### config.mk
export PLATFORM = sky130hd
export DESIGN_NAME = video_pattern_gen
export DESIGN_NICKNAME = d
export VERILOG_FILES = /design/src/rtl/video_pkg.sv /design/src/rtl/video_timing.sv /design/src/rtl/video_pattern_gen.sv
export SDC_FILE = /design/constraint.sdc
export NUM_CORES = 1
export LEC_CHECK = 0
export ABC_AREA = 1
export BUFFER_PORTS_ARGS = -buffer_cell sky130_fd_sc_hd__buf_2
export CAP_MARGIN = 10
export CORE_MARGIN = 2
export CORE_UTILIZATION = 59
export DETAILED_ROUTE_END_ITERATION = 6
export PLACE_DENSITY = 0.81
export SYNTH_ARGS = -nofsm -noshare
export SYNTH_HDL_FRONTEND = slang
export SYNTH_HIERARCHICAL = 1
export SYNTH_SLANG_ARGS = --single-unit
### constraint.sdc
create_clock -name clk -period 4 [get_ports clk]
set_input_delay 0.6 -clock clk [delete_from_list [all_inputs] [get_ports clk]]
set_output_delay 0.6 -clock clk [all_outputs]
set_load 0.1 [all_outputs]
### src/rtl/video_pkg.sv
// video_pkg
// Shared definitions for the video timing / test-pattern generator:
//   - 640x480@60 timing defaults (25 MHz pixel rate from a 50 MHz clock)
//   - line/frame total helpers
//   - the run-time pattern-mode encoding
// No ports; imported by video_timing and video_pattern_gen.
package video_pkg;

    localparam int DEF_H_ACTIVE  = 640;
    localparam int DEF_H_FP      = 16;
    localparam int DEF_H_SYNC    = 96;
    localparam int DEF_H_BP      = 48;
    localparam int DEF_V_ACTIVE  = 480;
    localparam int DEF_V_FP      = 10;
    localparam int DEF_V_SYNC    = 2;
    localparam int DEF_V_BP      = 33;
    localparam int DEF_CLK_DIV   = 2;
    localparam int DEF_CW        = 3;
    localparam int DEF_BORDER    = 2;
    localparam int DEF_GRID_LOG2 = 4;

    // Pixels per line including blanking.
    function automatic int h_total(input int active, input int fp,
                                   input int sync, input int bp);
        return active + fp + sync + bp;
    endfunction

    // Lines per frame including blanking.
    function automatic int v_total(input int active, input int fp,
                                   input int sync, input int bp);
        return active + fp + sync + bp;
    endfunction

    typedef enum logic [2:0] {
        PAT_BORDER = 3'd0,
        PAT_VLINES = 3'd1,
        PAT_FILL   = 3'd2,
        PAT_CHECK  = 3'd3,
        PAT_BARS   = 3'd4,
        PAT_GRAD   = 3'd5,
        PAT_SCROLL = 3'd6,
        PAT_BLACK  = 3'd7
    } pat_mode_e;

endpackage

### src/rtl/video_timing.sv
// video_timing
// Pixel-rate divider, horizontal/vertical counters and the combinational
// sync/active flags for the current counter position.
// Ports:
//   clk, rst_n  - system clock, synchronous active-low reset
//   pix_en      - high for the clk in which the divider is on its last count;
//                 the counters step on this clk edge (combinational strobe)
//   h, v        - current pixel / line counters (11 bits, registered)
//   active      - h,v inside the visible area
//   hsync/vsync - sync levels for h,v with the configured polarity
module video_timing
    import video_pkg::*;
#(
    parameter int   H_ACTIVE = DEF_H_ACTIVE,
    parameter int   H_FP     = DEF_H_FP,
    parameter int   H_SYNC   = DEF_H_SYNC,
    parameter int   H_BP     = DEF_H_BP,
    parameter int   V_ACTIVE = DEF_V_ACTIVE,
    parameter int   V_FP     = DEF_V_FP,
    parameter int   V_SYNC   = DEF_V_SYNC,
    parameter int   V_BP     = DEF_V_BP,
    parameter logic HS_POL   = 1'b0,
    parameter logic VS_POL   = 1'b0,
    parameter int   CLK_DIV  = DEF_CLK_DIV
) (
    input  logic        clk,
    input  logic        rst_n,
    output logic        pix_en,
    output logic [10:0] h,
    output logic [10:0] v,
    output logic        active,
    output logic        hsync,
    output logic        vsync
);

    localparam int DIV_W = (CLK_DIV > 1) ? $clog2(CLK_DIV) : 1;
    localparam logic [DIV_W-1:0] DIV_LAST = DIV_W'(CLK_DIV - 1);

    localparam logic [10:0] H_LAST =
        11'(h_total(H_ACTIVE, H_FP, H_SYNC, H_BP) - 1);
    localparam logic [10:0] V_LAST =
        11'(v_total(V_ACTIVE, V_FP, V_SYNC, V_BP) - 1);

    // Window limits are 12 bits wide: a sync window may end exactly at 2048.
    localparam logic [11:0] H_ACT_END  = 12'(H_ACTIVE);
    localparam logic [11:0] H_SYNC_BEG = 12'(H_ACTIVE + H_FP);
    localparam logic [11:0] H_SYNC_END = 12'(H_ACTIVE + H_FP + H_SYNC);
    localparam logic [11:0] V_ACT_END  = 12'(V_ACTIVE);
    localparam logic [11:0] V_SYNC_BEG = 12'(V_ACTIVE + V_FP);
    localparam logic [11:0] V_SYNC_END = 12'(V_ACTIVE + V_FP + V_SYNC);

    logic [DIV_W-1:0] div;
    logic [11:0]      h_ext;
    logic [11:0]      v_ext;

    assign pix_en = (div == DIV_LAST);

    always_ff @(posedge clk) begin
        if (!rst_n) begin
            div <= '0;
            h   <= '0;
            v   <= '0;
        end else begin
            div <= (div == DIV_LAST) ? '0 : div + 1'b1;
            if (pix_en) begin
                if (h == H_LAST) begin
                    h <= '0;
                    v <= (v == V_LAST) ? '0 : v + 1'b1;
                end else begin
                    h <= h + 1'b1;
                end
            end
        end
    end

    assign h_ext  = {1'b0, h};
    assign v_ext  = {1'b0, v};
    assign active = (h_ext < H_ACT_END) && (v_ext < V_ACT_END);
    assign hsync  = ((h_ext >= H_SYNC_BEG) && (h_ext < H_SYNC_END)) ? HS_POL : ~HS_POL;
    assign vsync  = ((v_ext >= V_SYNC_BEG) && (v_ext < V_SYNC_END)) ? VS_POL : ~VS_POL;

endmodule

### src/rtl/video_pattern_gen.sv
// video_pattern_gen
// Video timing plus run-time selectable test pattern for the resistor DAC.
// Ports:
//   clk, rst_n   - system clock, synchronous active-low reset
//   mode[2:0]    - pattern select, taken only at the first pixel of a frame
//   pix_en       - one-clk strobe per pixel
//   x, y         - pixel position of the currently presented outputs
//   active       - presented pixel is in the visible area
//   hsync, vsync - sync outputs (polarity set by HS_POL / VS_POL)
//   r, g, b      - CW-bit colour channels, forced to 0 during blanking
//   frame_start  - pulses with pix_en when the presented pixel is (0,0)
//   frame_cnt    - frames since reset, wraps 255 -> 0
//
// Output handshake: pix_en is the valid strobe. Every other output changes
// only in the clk where pix_en is high and holds otherwise; there is no
// ready, the display cannot stall the generator.
module video_pattern_gen
    import video_pkg::*;
#(
    parameter int   H_ACTIVE  = DEF_H_ACTIVE,
    parameter int   H_FP      = DEF_H_FP,
    parameter int   H_SYNC    = DEF_H_SYNC,
    parameter int   H_BP      = DEF_H_BP,
    parameter int   V_ACTIVE  = DEF_V_ACTIVE,
    parameter int   V_FP      = DEF_V_FP,
    parameter int   V_SYNC    = DEF_V_SYNC,
    parameter int   V_BP      = DEF_V_BP,
    parameter logic HS_POL    = 1'b0,
    parameter logic VS_POL    = 1'b0,
    parameter int   CLK_DIV   = DEF_CLK_DIV,
    parameter int   CW        = DEF_CW,
    parameter int   BORDER    = DEF_BORDER,
    parameter int   GRID_LOG2 = DEF_GRID_LOG2
) (
    input  logic          clk,
    input  logic          rst_n,
    input  logic [2:0]    mode,
    output logic          pix_en,
    output logic [10:0]   x,
    output logic [10:0]   y,
    output logic          active,
    output logic          hsync,
    output logic          vsync,
    output logic [CW-1:0] r,
    output logic [CW-1:0] g,
    output logic [CW-1:0] b,
    output logic          frame_start,
    output logic [7:0]    frame_cnt
);

    localparam logic [11:0] X_LO = 12'(BORDER);
    localparam logic [11:0] X_HI = 12'(H_ACTIVE - BORDER);
    localparam logic [11:0] Y_LO = 12'(BORDER);
    localparam logic [11:0] Y_HI = 12'(V_ACTIVE - BORDER);

    logic          stb;
    logic [10:0]   h;
    logic [10:0]   v;
    logic          t_active;
    logic          t_hsync;
    logic          t_vsync;

    logic [2:0]    mode_q;
    logic          frame_now;
    logic [2:0]    mode_eff;
    logic [7:0]    fc_eff;

    logic          pat_on;
    logic [2:0]    bar_k;
    logic [10:0]   scroll_sum;
    logic [CW-1:0] pr;
    logic [CW-1:0] pg;
    logic [CW-1:0] pb;

    video_timing #(
        .H_ACTIVE (H_ACTIVE),
        .H_FP     (H_FP),
        .H_SYNC   (H_SYNC),
        .H_BP     (H_BP),
        .V_ACTIVE (V_ACTIVE),
        .V_FP     (V_FP),
        .V_SYNC   (V_SYNC),
        .V_BP     (V_BP),
        .HS_POL   (HS_POL),
        .VS_POL   (VS_POL),
        .CLK_DIV  (CLK_DIV)
    ) u_timing (
        .clk    (clk),
        .rst_n  (rst_n),
        .pix_en (stb),
        .h      (h),
        .v      (v),
        .active (t_active),
        .hsync  (t_hsync),
        .vsync  (t_vsync)
    );

    // The (0,0) pixel already uses the mode and frame number being latched
    // on this edge, so a whole frame is drawn with one mode and one count.
    assign frame_now = stb && (h == 11'd0) && (v == 11'd0);
    assign mode_eff  = frame_now ? mode : mode_q;
    assign fc_eff    = frame_now ? frame_cnt + 8'd1 : frame_cnt;

    always_comb begin
        pat_on     = 1'b0;
        pr         = '0;
        pg         = '0;
        pb         = '0;
        scroll_sum = h + v + {3'b000, fc_eff};
        // Bar index (x*8)/H_ACTIVE as a count of the seven thresholds
        // x*8 >= i*H_ACTIVE that have been crossed.
        bar_k = 3'd0;
        for (int i = 1; i < 8; i++) begin
            if ({h, 3'b000} >= 14'(i * H_ACTIVE)) begin
                bar_k = bar_k + 3'd1;
            end
        end
        case (pat_mode_e'(mode_eff))
            PAT_BORDER: pat_on = ({1'b0, h} < X_LO) || ({1'b0, h} >= X_HI) ||
                                 ({1'b0, v} < Y_LO) || ({1'b0, v} >= Y_HI);
            PAT_VLINES: pat_on = (h[GRID_LOG2-1:0] == '0);
            PAT_FILL:   pat_on = 1'b1;
            PAT_CHECK:  pat_on = h[GRID_LOG2] ^ v[GRID_LOG2];
            PAT_BARS: begin
                pr = {CW{bar_k[2]}};
                pg = {CW{bar_k[1]}};
                pb = {CW{bar_k[0]}};
            end
            PAT_GRAD: begin
                pr = h[GRID_LOG2+CW-1:GRID_LOG2];
                pg = h[GRID_LOG2+CW-1:GRID_LOG2];
                pb = h[GRID_LOG2+CW-1:GRID_LOG2];
            end
            PAT_SCROLL: pat_on = scroll_sum[GRID_LOG2];
            PAT_BLACK:  pat_on = 1'b0;
            default:    pat_on = 1'b0;
        endcase
        if (pat_on) begin
            pr = '1;
            pg = '1;
            pb = '1;
        end
        if (!t_active) begin
            pr = '0;
            pg = '0;
            pb = '0;
        end
    end

    // Output stage: captures the pixel the counters point at on the strobe
    // edge, so every output describes the same pixel.
    always_ff @(posedge clk) begin
        if (!rst_n) begin
            pix_en      <= 1'b0;
            frame_start <= 1'b0;
            x           <= '0;
            y           <= '0;
            active      <= 1'b0;
            hsync       <= ~HS_POL;
            vsync       <= ~VS_POL;
            r           <= '0;
            g           <= '0;
            b           <= '0;
            mode_q      <= 3'd0;
            frame_cnt   <= 8'd0;
        end else begin
            pix_en      <= stb;
            frame_start <= frame_now;
            if (stb) begin
                x      <= h;
                y      <= v;
                active <= t_active;
                hsync  <= t_hsync;
                vsync  <= t_vsync;
                r      <= pr;
                g      <= pg;
                b      <= pb;
            end
            if (frame_now) begin
                mode_q    <= mode;
                frame_cnt <= frame_cnt + 8'd1;
            end
        end
    end

endmodule

* Word-level counts from Yosys, hierarchy flattened *
Index checks and enable logic that the tools add are counted.

storage, ports and cells
  register bits after elaboration = 70
  input port bits = 5
  output and inout bits = 44
  logic and storage cells = 91

operators by class
  add/sub/neg operators = 12
  $lt $le $gt $ge = 17
  equal/unequal tests = 8
  muxes and demuxes = 23
  bitwise operators = 2
  reduce and logical (&&, ||, !) cells = 14

operators with widths
  operator                 number
  $ge A14 B12 Y1 const B   3
  $mux W3                  13
  $ge A14 B11 Y1 const B   2
  $add A11 B1 Y11 const B  2
  $eq A11 B10 Y1 const B   2
  $ge A11 B10 Y1 const B   2
  $ge A11 B9 Y1 const B    2
  $logic_not A11 Y1        2
  $lt A11 B10 Y1 const B   2
  $lt A11 B2 Y1 const B    2
  $lt A11 B9 Y1 const B    2
  $mux W11                 2
  $add A3 B1 Y3 const B    6
  $pmux W3 S2              3
  $ge A14 B10 Y1 const B   1
  $ge A14 B13 Y1 const B   1
  $add A5 B5 Y5            2
  $eq A3 B3 Y1 const B     3
  $add A8 B1 Y8 const B    1
  $mux W8                  1
  $eq A3 B2 Y1 const B     2
  $logic_and A1 B1 Y1      5
  $pmux W1 S5              1
  $logic_not A4 Y1         1
  9 further kinds          13

* Logic depth before layout (Yosys ltp) *
  depth after elaboration = 17
  depth in mapped cells = 30
  gate-level depth less buffers = 30

* By module *
The synthesis kept the hierarchy.

by module, submodules not included
  module             instances  cells an instance  area an instance (um^2)  seq. area each (um^2)
  video_pattern_gen  1          444                2852.7                   940.9
  video_timing       1          208                1328.8                   460.4

* Least setup slack after synthesis *
Ideal clock, no wire load.

  path type = register to register
  from = register u_timing.h[9]
  to = register r[0]
  setup time = 132 ps
  data arrival time = 3340 ps
  data required time = 3868 ps
  path slack = 528 ps
  stages on the path, launching flop included = 30
  buffers on the path = 0
  clock period less this slack = 3472 ps
  cell sequence = dfxtp_1 inv_2 nand2_4 nor2_4 nand2_1 or2_2 inv_1 ha_1 inv_1 nand3_1 nand2_1 nand3_1 nand3_1 ha_1 or2_2 nand3_1 nand2_1 nand2_1 nand2_1 ha_1 nand2_1 nand2_1 nand2_1 nand2_1 nand2_1 nand3_1 nand3_1 nand2_1 o21ai_1 a21oi_1

between the ends
  longest elaborated chain between the ends = 17
  elaborated cells between the ends (all ways) = 44
  those cells by class = 7 x add/sub; 10 x order compare; 6 x eq/ne; 13 x mux; 8 x reduce/logical

ends and longest elaborated chain
  item                    RTL line                  RTL
  from (decl)             video_timing.sv:29        output logic [10:0] h,
  from (signal assigned)  video_timing.sv:70        h <= h + 1'b1;
  $ge A14 B10 Y1          video_pattern_gen.sv:114  if ({h, 3'b000} >= 14'(i * H_ACTIVE)) begin
  $mux W1                 video_pattern_gen.sv:114
  $add A3 B1 Y3           video_pattern_gen.sv:115  bar_k = bar_k + 3'd1;
  $mux W3                 video_pattern_gen.sv:114
  $add A3 B1 Y3           video_pattern_gen.sv:115
  $mux W3                 video_pattern_gen.sv:114
  $add A3 B1 Y3           video_pattern_gen.sv:115
  $mux W3                 video_pattern_gen.sv:114
  $add A3 B1 Y3           video_pattern_gen.sv:115
  $mux W3                 video_pattern_gen.sv:114
  $add A3 B1 Y3           video_pattern_gen.sv:115
  $mux W3                 video_pattern_gen.sv:114
  $add A3 B1 Y3           video_pattern_gen.sv:115
  $mux W3                 video_pattern_gen.sv:114
  $pmux W3 S2             video_pattern_gen.sv:118  case (pat_mode_e'(mode_eff))
  $mux W3                 video_pattern_gen.sv:138  if (pat_on) begin
  $mux W3 *               video_pattern_gen.sv:143  if (!t_active) begin
  to (signal assigned)    video_pattern_gen.sv:175  r <= pr;
  to (decl)               video_pattern_gen.sv:44   output logic [CW-1:0] r,

Every way passes the cells marked *; elsewhere a longest branch is shown, timed or not.
A chain may end at the register's enable or synchronous reset.

* Final worst setup path *
  from = register u_timing.h[9]
  to = register r[2]

The elaborated chain is that of the path after synthesis.

==> summary.md <==
| Metric | Value |
|---|---|
| Num ports | `49` |
| WP data arrival | `4.00 ns` |
| Hold_buf cts | `0` |
| First-pass GRT wire length | `17.0 mm` |
| Met1 Track Usage GR | `0.364` |
| CP Launch Type | `flop` |
| Comb pwr share | `0.218` |
| Max incr delay on CP | `0.35 ns` |
| Top cell type by total area after synthesis | `dfxtp_1` |
| DR DRC count | `0` |
| Final min period | `3.78 ns` |
| Largest cells by area after synthesis | `dfxtp_1 34%, nand2_1 16%, nor2_1 8.3%, inv_1 7.0%, nand3_1 6.9%` |
| Antenna diode count | `0` |
| Worst Slack Setup Final | `0.218 ns` |
| Die ar. | `7780 sq um` |
| Max VDD drop | `0.192 mV` |
| Number of I/O port buffers | `48` |
| Sw Ratio | `0.369` |
| Adder-Cell Fraction of Synth Area | `0.0503` |
| Crit path buf inv count | `3` |
| Synth cell count leaders | `177 x nand2_1, 92 x nor2_1, 78 x inv_1, 70 x dfxtp_1, 58 x nand3_1` |
| Relative slew slack | `0.593` |
| Pwr/cell area | `342 nW/um^2` |
| Post-Syn Area | `4180 sq um` |
| Skew final | `0.00522 ns` |
| Grt peak-use layer | `met2` |
| M3 GR Usage | `0.0349` |
| Status | `complete, no violations` |
| Least-Margin Pin Slew | `0.610 ns` |
| Vias | `4337` |
| DP Area | `4530 sq um` |
| Sequential share of power | `0.459` |
| Main combinational cell family by area after synthesis | `simple AND/OR/NAND/NOR gates` |
| Final ANT Viol Nets | `0` |
| Maximum clock insertion buffer count | `2` |
| Worst Hold Class | `flop to flop` |
| Multi-input combinational cell area | `2440 sq um` |
| Ys flop type | `dfxtp_1` |
| Dpl hpwl | `7.82 mm` |
| Slowest-stage cell, CP | `dfxtp_2` |
| Tcrit/Tclk final | `0.945` |
| Register area | `1410 sq um` |
| Final setup viols | `0` |
| Final Hold Viols | `0` |
| Overall die width | `88.2 microns` |
| Nets | `727` |
| Syn. warnings | `6` |
| Post-synth EDFFs | `0` |
| Tot Pwr | `0.00163 W` |
| CTS Buf Count | `9` |
| Top Family by Delay on Critical Path | `simple AND/OR/NAND/NOR gates` |
| Vias in the first global route | `3794` |
| Distinct cells, synth | `39` |
| CTS sink cnt | `70` |
| Kind of critical path | `flop to flop` |
| Clk pwr share | `0.323` |
| Max_cap viols | `0` |
| CP endpoint kind | `flop` |
| CP Max Fanout | `6` |
| Global Route Usage Sum | `0.278` |
| Fraction of layout cells with a size suffix above 1 | `0.157` |
| Post-Syn Instances | `652` |
| Clock Latency Late Sink | `0.35 ns` |
| Register area share after synthesis | `0.335` |
| LEAKAGE | `2.46 nW` |
| Core area | `6830 sq um` |
| Initial core utilization | `0.612` |
| Final instance area | `4760 sq um` |
| Synth Area in Simple Gates | `0.387` |
| Post-synthesis compound-gate area fraction | `0.126` |
| Drt first pass iters | `5` |
| Clk root buf | `clkbuf_8` |
| P&R area growth vs syn | `13.9%` |
| Layout fillers | `631` |
| Met2 usage | `0.465` |
| Post-synthesis register bit count | `70` |
| Fraction of registers with async set/reset | `0` |
| WL/cell | `13.3 microns` |
| Final RePlAce weighted congestion | `0.948` |
| Routed WL | `10.8 mm` |
| Row cnt | `30` |
| Synth top area share | `0.335` |
| Switching pwr | `0.000600 W` |
| Syn nets | `672` |
| CTS tree | `yes` |
| Max Slew Vio Count | `0` |
| Critical Path RT | `4.22 ns` |
| Pint | `0.00103 W` |
| CTS clk-pin slew, worst paths | `0.08 ns` |
| CP most frequent cell | `nand2_1` |
| Synth Area in XOR/XNOR | `0.0147` |
| Pre-CTS WS | `0.132 ns` |
| DR vias/cell | `5.37` |
| Initial antenna violation count | `0` |
| Htree depth | `3` |
| Post-synthesis mux area share | `0` |
| Die Y | `88.2 microns` |
| FMAX | `0.264 GHz` |
| Synthesized area per cell | `6.41 sq um` |
| Top-count cell post-synth | `nand2_1` |
| Iteration-0 DRC Markers | `206` |
| Largest net degree at the start of global routing | `50` |
| Overflow after GRT | `0` |
==> cell type report <==
| type | count | area share |
|---|---|---|
| clock inverter | 5 | 0.00710 |
| multi-input combinational | 486 | 0.514 |
| timing repair buffer | 55 | 0.0615 |
| inverter | 85 | 0.0675 |
| tap | 96 | 0.0252 |
| clock buffer | 11 | 0.0297 |
| sequential | 70 | 0.295 |
==> layout by cell type, fill, tap and decap left out, types with 4 or more instances in the layout <==
cell type	count
dfxtp_2	4
clkbuf_8	10
nand2_2	6
buf_2	48
nand3_1	56
nand2_1	175
nand3_2	4
buf_4	7
inv_1	77
o21bai_1	5
nand2_4	4
nand4_1	5
inv_2	6
o21ai_0	30
o21ai_1	9
dfxtp_1	66
nor3_1	11
a21oi_1	40
xor2_1	5
nor2_4	4
ha_1	11
nor2_1	92
==> worst min-delay path: stages (launching register included) <==
cell	delay [ns]
dfxtp_1	0.31
nand2_1	0.06
a21oi_1	0.05
==> state kept, by name, indices dropped and copies added (netlist names) <==
register         flops
active               1
b                    3
frame_cnt            8
frame_start          1
g                    3
hsync                1
mode_q               3
pix_en               1
r                    3
u_timing/h          11
u_timing/pix_en      1
u_timing/v          11
vsync                1
x                   11
y                   11
==> power by group through the flow <==
stage	clock (W)	sequential (W)	combinational, W
6_report	0.000526	0.000748	0.000354
5_1_grt	0.000553	0.000751	0.000373
4_1_cts	0.000525	0.000748	0.000355
3_5_place_dp	0	0.000764	0.000354
3_3_place_gp	0	0.000762	0.000350
2_1_floorplan	0	0.000966	0.0000953
==> stage by stage <==
stage | hold slack (ns) | std cells | TNS [ns] | utilization
after detailed placement | 0.445 | 789 | 0 | 0.663
after global routing | 0.485 | 808 | -0.175 | 0.697
after floorplan | 0.485 | 652 | 0 | -
final | 0.466 | 808 | 0 | 0.697
after CTS | 0.466 | 805 | 0 | 0.688
after global placement | 0.436 | 789 | 0 | 0.663
==> logic make-up after synthesis <==
group           after synthesis
simple gates                369
buf+inv                      96
compound gates               95
flops                        70
fa+ha+maj                    15
xor+xnor                      7
==> what timing repair did <==
action / CTS / global route
setup endpoints to repair: 0 / 6
gates resized for setup: 0 / 12
buffers inserted: 0 / 3
==> routing by layer <==
layer,vias to the layer above,wire length (microns)
li1,2195,-
met1,1961,4890
met4,0,281
met3,30,571
met2,151,5010
met5,-,0
==> final timing paths <==
check	slack, ns	endpoint	start	cells after the start
setup / recovery	0.22	r[2]	u_timing/h[9]	29
hold / removal	0.47	b[2]	b[2]	2
setup reg to reg	0.22	r[2]	u_timing/h[9]	29
hold reg to reg	0.47	b[2]	b[2]	2
Power figures use the tool's default switching activity.
